--- src/rtl/wb_stage_pkg.sv ---
// Shared CPU definitions for the write-back stage: load-type encoding,
// register-write control bundle, write-back source selects and the stage
// register layout.
package wb_stage_pkg;

  // Load-type encoding carried down the pipeline with each instruction.
  typedef enum logic [2:0] {
    LT_NONE = 3'd0,
    LB      = 3'd1,
    LBU     = 3'd2,
    LH      = 3'd3,
    LHU     = 3'd4,
    LW      = 3'd5,
    LWL     = 3'd6,
    LWR     = 3'd7
  } load_type_e;

  // Write controls, packed MSB first as {RFWr, CP0Wr, HIWr, LOWr}.
  typedef struct packed {
    logic rf_wr;
    logic cp0_wr;
    logic hi_wr;
    logic lo_wr;
  } regs_wr_t;

  // Write-back source selects.
  localparam logic [1:0] WB_PC8  = 2'b00;
  localparam logic [1:0] WB_ALU  = 2'b01;
  localparam logic [1:0] WB_OUTB = 2'b10;
  localparam logic [1:0] WB_LOAD = 2'b11;

  // Contents of the MEM2/WB stage register.
  typedef struct packed {
    logic        valid;
    logic [31:0] pc;
    logic [4:0]  dst;
    regs_wr_t    regs_wr;
    logic [1:0]  wb_sel;
    load_type_e  load_type;
    logic [31:0] result;
    logic [31:0] dm_out;
    logic [31:0] out_b;
    logic [1:0]  addr_lo;
  } stage_t;

endpackage

--- src/rtl/wb_stage_if.sv ---
// MEM2 -> WB bundle. The master modport is the MEM2 stage, which drives
// every field. The slave modport is the write-back stage, which only reads.
interface wb_stage_if;
  import wb_stage_pkg::*;

  logic        MEM2_Valid;      // MEM2 holds a real instruction
  logic [31:0] MEM2_PC;         // PC of that instruction
  logic [4:0]  MEM2_Dst;        // destination GPR
  logic [3:0]  MEM2_RegsWrType; // {RFWr, CP0Wr, HIWr, LOWr}
  logic [1:0]  MEM2_WbSel;      // 11 selects load data
  load_type_e  MEM2_LoadType;   // load-type encoding
  logic [31:0] MEM2_Result;     // non-load result
  logic [31:0] MEM2_DMOut;      // raw data-cache read word
  logic [31:0] MEM2_OutB;       // old rt value for the LWL/LWR merge
  logic [1:0]  MEM2_AddrLo;     // ALUOut[1:0]

  modport master (
    output MEM2_Valid, MEM2_PC, MEM2_Dst, MEM2_RegsWrType, MEM2_WbSel,
           MEM2_LoadType, MEM2_Result, MEM2_DMOut, MEM2_OutB, MEM2_AddrLo
  );

  modport slave (
    input  MEM2_Valid, MEM2_PC, MEM2_Dst, MEM2_RegsWrType, MEM2_WbSel,
           MEM2_LoadType, MEM2_Result, MEM2_DMOut, MEM2_OutB, MEM2_AddrLo
  );

endinterface

--- src/rtl/wb_stage_load_align.sv ---
// Combinational load-data extraction and extension.
// Ports: load_type/addr_lo select the access; dm_out is the raw cache word;
// out_b is the old rt value merged in by LWL/LWR; data is the GPR value.
module load_align
  import wb_stage_pkg::*;
(
  input  load_type_e  load_type,
  input  logic [1:0]  addr_lo,
  input  logic [31:0] dm_out,
  input  logic [31:0] out_b,
  output logic [31:0] data
);

  logic [7:0]  byte_sel;
  logic [15:0] half_sel;

  assign byte_sel = dm_out[{addr_lo, 3'b000} +: 8];
  // A misaligned halfword traps upstream, so only addr_lo[1] matters here.
  assign half_sel = addr_lo[1] ? dm_out[31:16] : dm_out[15:0];

  always_comb begin
    // NOTE: a default before the case keeps every path assigned, so no latch.
    data = dm_out;
    unique case (load_type)
      LB:  data = {{24{byte_sel[7]}}, byte_sel};
      LBU: data = {24'h0, byte_sel};
      LH:  data = {{16{half_sel[15]}}, half_sel};
      LHU: data = {16'h0, half_sel};
      LWL: begin
        unique case (addr_lo)
          2'd0: data = {dm_out[7:0],  out_b[23:0]};
          2'd1: data = {dm_out[15:0], out_b[15:0]};
          2'd2: data = {dm_out[23:0], out_b[7:0]};
          2'd3: data = dm_out;
        endcase
      end
      LWR: begin
        unique case (addr_lo)
          2'd0: data = dm_out;
          2'd1: data = {out_b[31:24], dm_out[31:8]};
          2'd2: data = {out_b[31:16], dm_out[31:16]};
          2'd3: data = {out_b[31:8],  dm_out[31:24]};
        endcase
      end
      default: data = dm_out; // LW and LT_NONE
    endcase
  end

endmodule

--- src/rtl/wb_stage.sv ---
// Write-back stage: registers MEM2 outputs, produces GPR/HI/LO write-port
// data, drives the debug trace with one-shot enables, counts retirements.
// Ports: clk/resetn (sync, active low); WB_Flush loads a bubble; WB_Wr is
// the stage enable; mem2 is the MEM2 bundle; WB_* are write-port outputs;
// debug_wb_* is the trace; WB_RetireCnt counts retired instructions.
module wb_stage
  import wb_stage_pkg::*;
(
  input  logic        clk,
  input  logic        resetn,
  input  logic        WB_Flush,
  input  logic        WB_Wr,
  wb_stage_if.slave   mem2,
  output logic        WB_RFWr,
  output logic [4:0]  WB_Dst,
  output logic [31:0] WB_Result,
  output logic        WB_HIWr,
  output logic        WB_LOWr,
  output logic [31:0] debug_wb_pc,
  output logic [3:0]  debug_wb_rf_wen,
  output logic [4:0]  debug_wb_rf_wnum,
  output logic [31:0] debug_wb_rf_wdata,
  output logic [31:0] WB_RetireCnt
);

  stage_t      stage_q;
  stage_t      stage_d;
  logic        fresh_q;
  logic        fresh_d;
  logic [31:0] retire_cnt_q;
  logic [31:0] retire_cnt_next;
  logic [31:0] load_data;
  logic        unused;

  always_comb begin
    stage_d           = '0;
    stage_d.valid     = mem2.MEM2_Valid;
    stage_d.pc        = mem2.MEM2_PC;
    stage_d.dst       = mem2.MEM2_Dst;
    stage_d.regs_wr   = regs_wr_t'(mem2.MEM2_RegsWrType);
    stage_d.wb_sel    = mem2.MEM2_WbSel;
    stage_d.load_type = mem2.MEM2_LoadType;
    stage_d.result    = mem2.MEM2_Result;
    stage_d.dm_out    = mem2.MEM2_DMOut;
    stage_d.out_b     = mem2.MEM2_OutB;
    stage_d.addr_lo   = mem2.MEM2_AddrLo;
  end

  // fresh marks the first cycle a real instruction sits in the stage; hold
  // cycles clear it so a stalled instruction is traced and counted once.
  assign fresh_d         = WB_Wr & ~WB_Flush & mem2.MEM2_Valid;
  assign retire_cnt_next = retire_cnt_q + {31'd0, fresh_d};

  always_ff @(posedge clk) begin
    // NOTE: non-blocking assignments so every flop samples pre-edge values.
    if (!resetn) begin
      stage_q      <= '0;
      fresh_q      <= 1'b0;
      retire_cnt_q <= '0;
    end else begin
      if (WB_Flush) begin
        // Bubble: only valid and the write controls matter; data is stale.
        stage_q.valid   <= 1'b0;
        stage_q.regs_wr <= '0;
      end else if (WB_Wr) begin
        stage_q <= stage_d;
      end
      fresh_q      <= fresh_d;
      retire_cnt_q <= retire_cnt_next;
    end
  end

  load_align u_load_align (
    .load_type (stage_q.load_type),
    .addr_lo   (stage_q.addr_lo),
    .dm_out    (stage_q.dm_out),
    .out_b     (stage_q.out_b),
    .data      (load_data)
  );

  assign WB_RFWr   = stage_q.valid & stage_q.regs_wr.rf_wr;
  assign WB_HIWr   = stage_q.valid & stage_q.regs_wr.hi_wr;
  assign WB_LOWr   = stage_q.valid & stage_q.regs_wr.lo_wr;
  assign WB_Dst    = stage_q.dst;
  assign WB_Result = (stage_q.wb_sel == WB_LOAD) ? load_data : stage_q.result;

  assign debug_wb_pc       = stage_q.pc;
  assign debug_wb_rf_wen   = {4{fresh_q & WB_RFWr}};
  assign debug_wb_rf_wnum  = stage_q.dst;
  assign debug_wb_rf_wdata = WB_Result;
  assign WB_RetireCnt      = retire_cnt_q;

  // CP0 writes are committed by MEM2; the bit is carried only for the flush.
  assign unused = stage_q.regs_wr.cp0_wr;

endmodule
--- src/flat_wrapper.sv ---
// flat-port wrapper written by rule: the top's interface ports become plain ports
module wb_stage_flat import wb_stage_pkg::*;
  (clk, resetn, WB_Flush, WB_Wr, WB_RFWr, WB_Dst, WB_Result, WB_HIWr, WB_LOWr, debug_wb_pc, debug_wb_rf_wen, debug_wb_rf_wnum, debug_wb_rf_wdata, WB_RetireCnt, mem2_MEM2_Valid, mem2_MEM2_PC, mem2_MEM2_Dst, mem2_MEM2_RegsWrType, mem2_MEM2_WbSel, mem2_MEM2_LoadType, mem2_MEM2_Result, mem2_MEM2_DMOut, mem2_MEM2_OutB, mem2_MEM2_AddrLo);
  wb_stage_if mem2_i ();
  input  logic clk;
  input  logic resetn;
  input  logic WB_Flush;
  input  logic WB_Wr;
  output logic WB_RFWr;
  output logic [4:0] WB_Dst;
  output logic [31:0] WB_Result;
  output logic WB_HIWr;
  output logic WB_LOWr;
  output logic [31:0] debug_wb_pc;
  output logic [3:0] debug_wb_rf_wen;
  output logic [4:0] debug_wb_rf_wnum;
  output logic [31:0] debug_wb_rf_wdata;
  output logic [31:0] WB_RetireCnt;
  input wire logic [$bits(mem2_i.MEM2_Valid)-1:0] mem2_MEM2_Valid;
  input wire logic [$bits(mem2_i.MEM2_PC)-1:0] mem2_MEM2_PC;
  input wire logic [$bits(mem2_i.MEM2_Dst)-1:0] mem2_MEM2_Dst;
  input wire logic [$bits(mem2_i.MEM2_RegsWrType)-1:0] mem2_MEM2_RegsWrType;
  input wire logic [$bits(mem2_i.MEM2_WbSel)-1:0] mem2_MEM2_WbSel;
  input wire logic [$bits(mem2_i.MEM2_LoadType)-1:0] mem2_MEM2_LoadType;
  input wire logic [$bits(mem2_i.MEM2_Result)-1:0] mem2_MEM2_Result;
  input wire logic [$bits(mem2_i.MEM2_DMOut)-1:0] mem2_MEM2_DMOut;
  input wire logic [$bits(mem2_i.MEM2_OutB)-1:0] mem2_MEM2_OutB;
  input wire logic [$bits(mem2_i.MEM2_AddrLo)-1:0] mem2_MEM2_AddrLo;
  assign mem2_i.MEM2_Valid = mem2_MEM2_Valid;
  assign mem2_i.MEM2_PC = mem2_MEM2_PC;
  assign mem2_i.MEM2_Dst = mem2_MEM2_Dst;
  assign mem2_i.MEM2_RegsWrType = mem2_MEM2_RegsWrType;
  assign mem2_i.MEM2_WbSel = mem2_MEM2_WbSel;
  assign mem2_i.MEM2_LoadType = mem2_MEM2_LoadType;
  assign mem2_i.MEM2_Result = mem2_MEM2_Result;
  assign mem2_i.MEM2_DMOut = mem2_MEM2_DMOut;
  assign mem2_i.MEM2_OutB = mem2_MEM2_OutB;
  assign mem2_i.MEM2_AddrLo = mem2_MEM2_AddrLo;
  wb_stage u_core (.clk(clk), .resetn(resetn), .WB_Flush(WB_Flush), .WB_Wr(WB_Wr), .mem2(mem2_i), .WB_RFWr(WB_RFWr), .WB_Dst(WB_Dst), .WB_Result(WB_Result), .WB_HIWr(WB_HIWr), .WB_LOWr(WB_LOWr), .debug_wb_pc(debug_wb_pc), .debug_wb_rf_wen(debug_wb_rf_wen), .debug_wb_rf_wnum(debug_wb_rf_wnum), .debug_wb_rf_wdata(debug_wb_rf_wdata), .WB_RetireCnt(WB_RetireCnt));
endmodule
--- config.mk ---
export PLATFORM = sky130hd
export DESIGN_NAME = wb_stage_flat
export DESIGN_NICKNAME = d
export VERILOG_FILES = /design/src/rtl/wb_stage_pkg.sv /design/src/rtl/wb_stage_if.sv /design/src/rtl/wb_stage_load_align.sv /design/src/rtl/wb_stage.sv /design/src/flat_wrapper.sv
export SDC_FILE = /design/constraint.sdc
export NUM_CORES = 1
export LEC_CHECK = 0
export CAP_MARGIN = 25
export CORE_AREA = 2 2 167 169
export CTS_CLUSTER_SIZE = 16
export DETAILED_ROUTE_END_ITERATION = 10
export DIE_AREA = 0 0 169 171
export REMOVE_ABC_BUFFERS = 1
export SLEW_MARGIN = 40
export SYNTH_ARGS = -nofsm -noshare
export SYNTH_HDL_FRONTEND = slang
export SYNTH_SLANG_ARGS = --single-unit
--- constraint.sdc ---
create_clock -name clk -period 4.9 [get_ports clk]
set_clock_uncertainty 0.2 [all_clocks]
set_input_delay 1.47 -clock clk [delete_from_list [all_inputs] [get_ports clk]]
set_output_delay 1.47 -clock clk [all_outputs]
set_load 0.02 [all_outputs]
==> impl_metrics.csv <==
group,metric,value,unit
logic_synthesis,synth_seq_cells,177,
logic_synthesis,synth_top_area_share,0.380,
timing,tightest_slew,773,ps
timing,fin_tns_setup,0,ps
setup_path,worst_setup_path_end_kind,"output port",
floorplan,die_w,169,um
cts,clk_path_buf_depth,2,
timing,maxSlewViolCount,0,
setup_path,crit_type,"reg2out",
setup_path,worstPathArrival,3010,ps
route,wirelength,29200,um
setup_path,crit_fanout,12,
route,firstDrtPassIters,5,
route,avgRoutedWirePerCell,17.1,um
route,avgViaCountPerCell,5.23,
cts,clkLatencyLatePin,430,ps
timing,rsz0062_at_grt,"no",
floorplan,rows,61,
cts,clock-root-buffer,"clkbuf_16",
logic_synthesis,synth_area_leaders,"dfxtp_1 38%, nand2_1 13%, a21oi_1 9.8%",
global_route,grt.total_usage,0.201,
cts,numClockSinks,177,
cts,numCtsBuffers,17,
global_route,gr-total-overflow,0,
global_route,grt_use_met1,0.260,
placed_design,hpwl,19900,um
global_route,antenna_found_initial,6,
flow_run,max_cap_viol_count,0,
route,route.detailed.drc,0,
setup_path,reg2reg_depth,6,
logic_synthesis,async_flop_share,0,
setup_path,cp_data_required_time,3230,ps
logic_synthesis,yosysWarnings,0,
logic_synthesis,syn_avg_cell_area,7.87,um^2
setup_path,crit_family,"buffers and inverters",
global_route,grt_pass1_wl,46200,um
global_route,grt_max_degree,83,
logic_synthesis,ys_types,51,
cells_and_area,drive_gt1_frac,0.0742,
setup_path,worst-path-stages,6,
floorplan,dieArea,0.0289,mm^2
timing,setup_viol,0,
logic_synthesis,syn-cell-area,0.00933,mm^2
cells_and_area,area_growth,34.9,%
global_route,busiest_layer,"met2",
route,drt_iter0_drc,637,
cts,clkTransAtPathRegs,60,ps
route,via_count,8947,
placed_design,io_buffer_count,292,
placed_design,dp_cells,1674,
setup_path,crit_path_cell_trace,"nand2_1, mux2i_2, buf_4, o311ai_0, a31oi_1, clkdlybuf4s50_1",
power,power_density,276,mW/mm^2
floorplan,initial_core_util,0.342,
route,postRouteAntennaNets,0,
power,p_leak,4.24,nW
cells_and_area,final_net_count,1499,
cts,cts_tree,"built",
floorplan,die_h,171,um
timing,timing.fmax,0.214,GHz
global_route,use_met3,0.0645,
global_route,grt_pass1_vias,8511,
cts,cts_max_level,4,
floorplan,io_pins,294,
cells_and_area,finish.utilization,0.461,
timing,fin_crit,4680,ps
power,peakVddDrop,0.227,mV
logic_synthesis,synth-seq-area-share,0.380,
cells_and_area,fin_area,0.0126,mm^2
cells_and_area,finalNonFillerCells,1711,
placed_design,dpl_cell_area,0.0120,mm^2
timing,fin_crit_sh,0.955,
setup_path,cp-start-kind,"flip-flop",
logic_synthesis,synth_commonest_cells,"313 x nand2_1, 182 x a21oi_1, 177 x dfxtp_1, 77 x buf_4, 71 x clkbuf_1",
timing,hold_viol_final,0,
logic_synthesis,syn_inst,1186,
floorplan,coreArea,0.0273,mm^2
timing,maxSlewHeadroom,0.483,
run_status,status,"completed",
min_path,holdCritPathClass,"reg2reg",
setup_path,path_buf_inv,2,
power,power.total,3.48,mW
setup_path,max_stage_delay,680,ps
min_path,whs_path_depth,2,
setup_path,crit_path_top_delay_cell,"clkdlybuf4s50_1",
global_route,grtUsageMet2,0.326,
placed_design,routabilityCongestion,0.784,
logic_synthesis,synthMostInstantiatedCell,"nand2_1",
logic_synthesis,ys.flop_type,"dfxtp_1",
logic_synthesis,synth-edff-count,0,
logic_synthesis,yosys.area.top_type,"dfxtp_1",
## path summary, 6_finish.rpt
| kind | from | to | slack, ps |
|---|---|---|---|
| max | u_core.stage_q[98]$_SDFFE_PN0N_ | debug_wb_rf_wdata[0] | 220 |
| min reg2reg | u_core.stage_q[28]$_SDFFE_PN0N_ | u_core.stage_q[28]$_SDFFE_PN0N_ | 250 |
| min | u_core.stage_q[28]$_SDFFE_PN0N_ | u_core.stage_q[28]$_SDFFE_PN0N_ | 250 |
| max reg2reg | u_core.WB_RetireCnt[0]$_SDFF_PN0_ | u_core.WB_RetireCnt[26]$_SDFF_PN0_ | 2520 |
## timing repair
item / CTS / global route
setup endpoints to repair: 0 / 17
setup buffers: 0 / 1
endpoints found under the hold margin: 0 / 0
gates resized for setup: 0 / 4
hold buffers: 0 / 0
## layout make-up
type                       instances  area (um^2)
timing repair buffer             316         3170
fill                            2735        14700
multi-input combinational        829         4810
clock buffer                      20          447
inverter                           7         28.8
antenna                            4         10.0
clock inverter                    12          148
sequential                       177         3550
tap                              346          433
## metrics by stage
stage                     setup WS, ps  hold WS, ps
after global routing              17.0          270
after CTS                         59.9          255
after floorplan                  -3350          233
final                              219          252
after global placement             569          241
after detailed placement           537          246
## sequential cells by signal, indices dropped and copies added (netlist names)
name                 cells
u_core.debug_wb_pc      32
u_core.fresh_q           1
u_core.stage_q         107
u_core.WB_Dst            5
u_core.WB_RetireCnt     32
## cell families after synthesis
group,after synthesis,share of synthesized area
flip-flops,177,0.380
AND/OR/NAND/NOR,428,0.199
multiplexers,69,0.0988
adder cells (fa/ha/maj),2,0.00268
AO/OA/AOI/OAI,318,0.201
buffers and inverters,180,0.108
XOR/XNOR,12,0.0113
## cells in the final DEF (no fill, tap or decap), types with 16 or more instances in the layout
cell type,count
mux4_2,17
buf_4,18
mux2i_1,36
o22ai_1,31
nand2_1,311
o21ai_0,18
nor2_1,32
clkbuf_16,17
clkdlybuf4s50_1,292
dfxtp_1,175
a21oi_1,182
a22oi_1,16
## per-layer routing
layer  part of all wire  up-vias
li1                   -     4404
met1               0.44     4221
met2               0.47      290
met3              0.081       28
met4              0.012        4
met5            0.00092        -
## worst reg2reg max path: stages, from the launching register on
cell,delay [ps]
dfxtp_1,340
ha_1,200
ha_1,210
and4_1,370
nand4_1,310
or4_1,540
a21oi_1,140
## power breakdown
| part | internal, mW | switching [mW] | total (mW) |
|---|---|---|---|
| sequential | 1.49 | 0.0531 | 1.55 |
| combinational | 0.275 | 0.252 | 0.528 |
| clock | 0.778 | 0.626 | 1.40 |
Power figures use the tool's default switching activity.
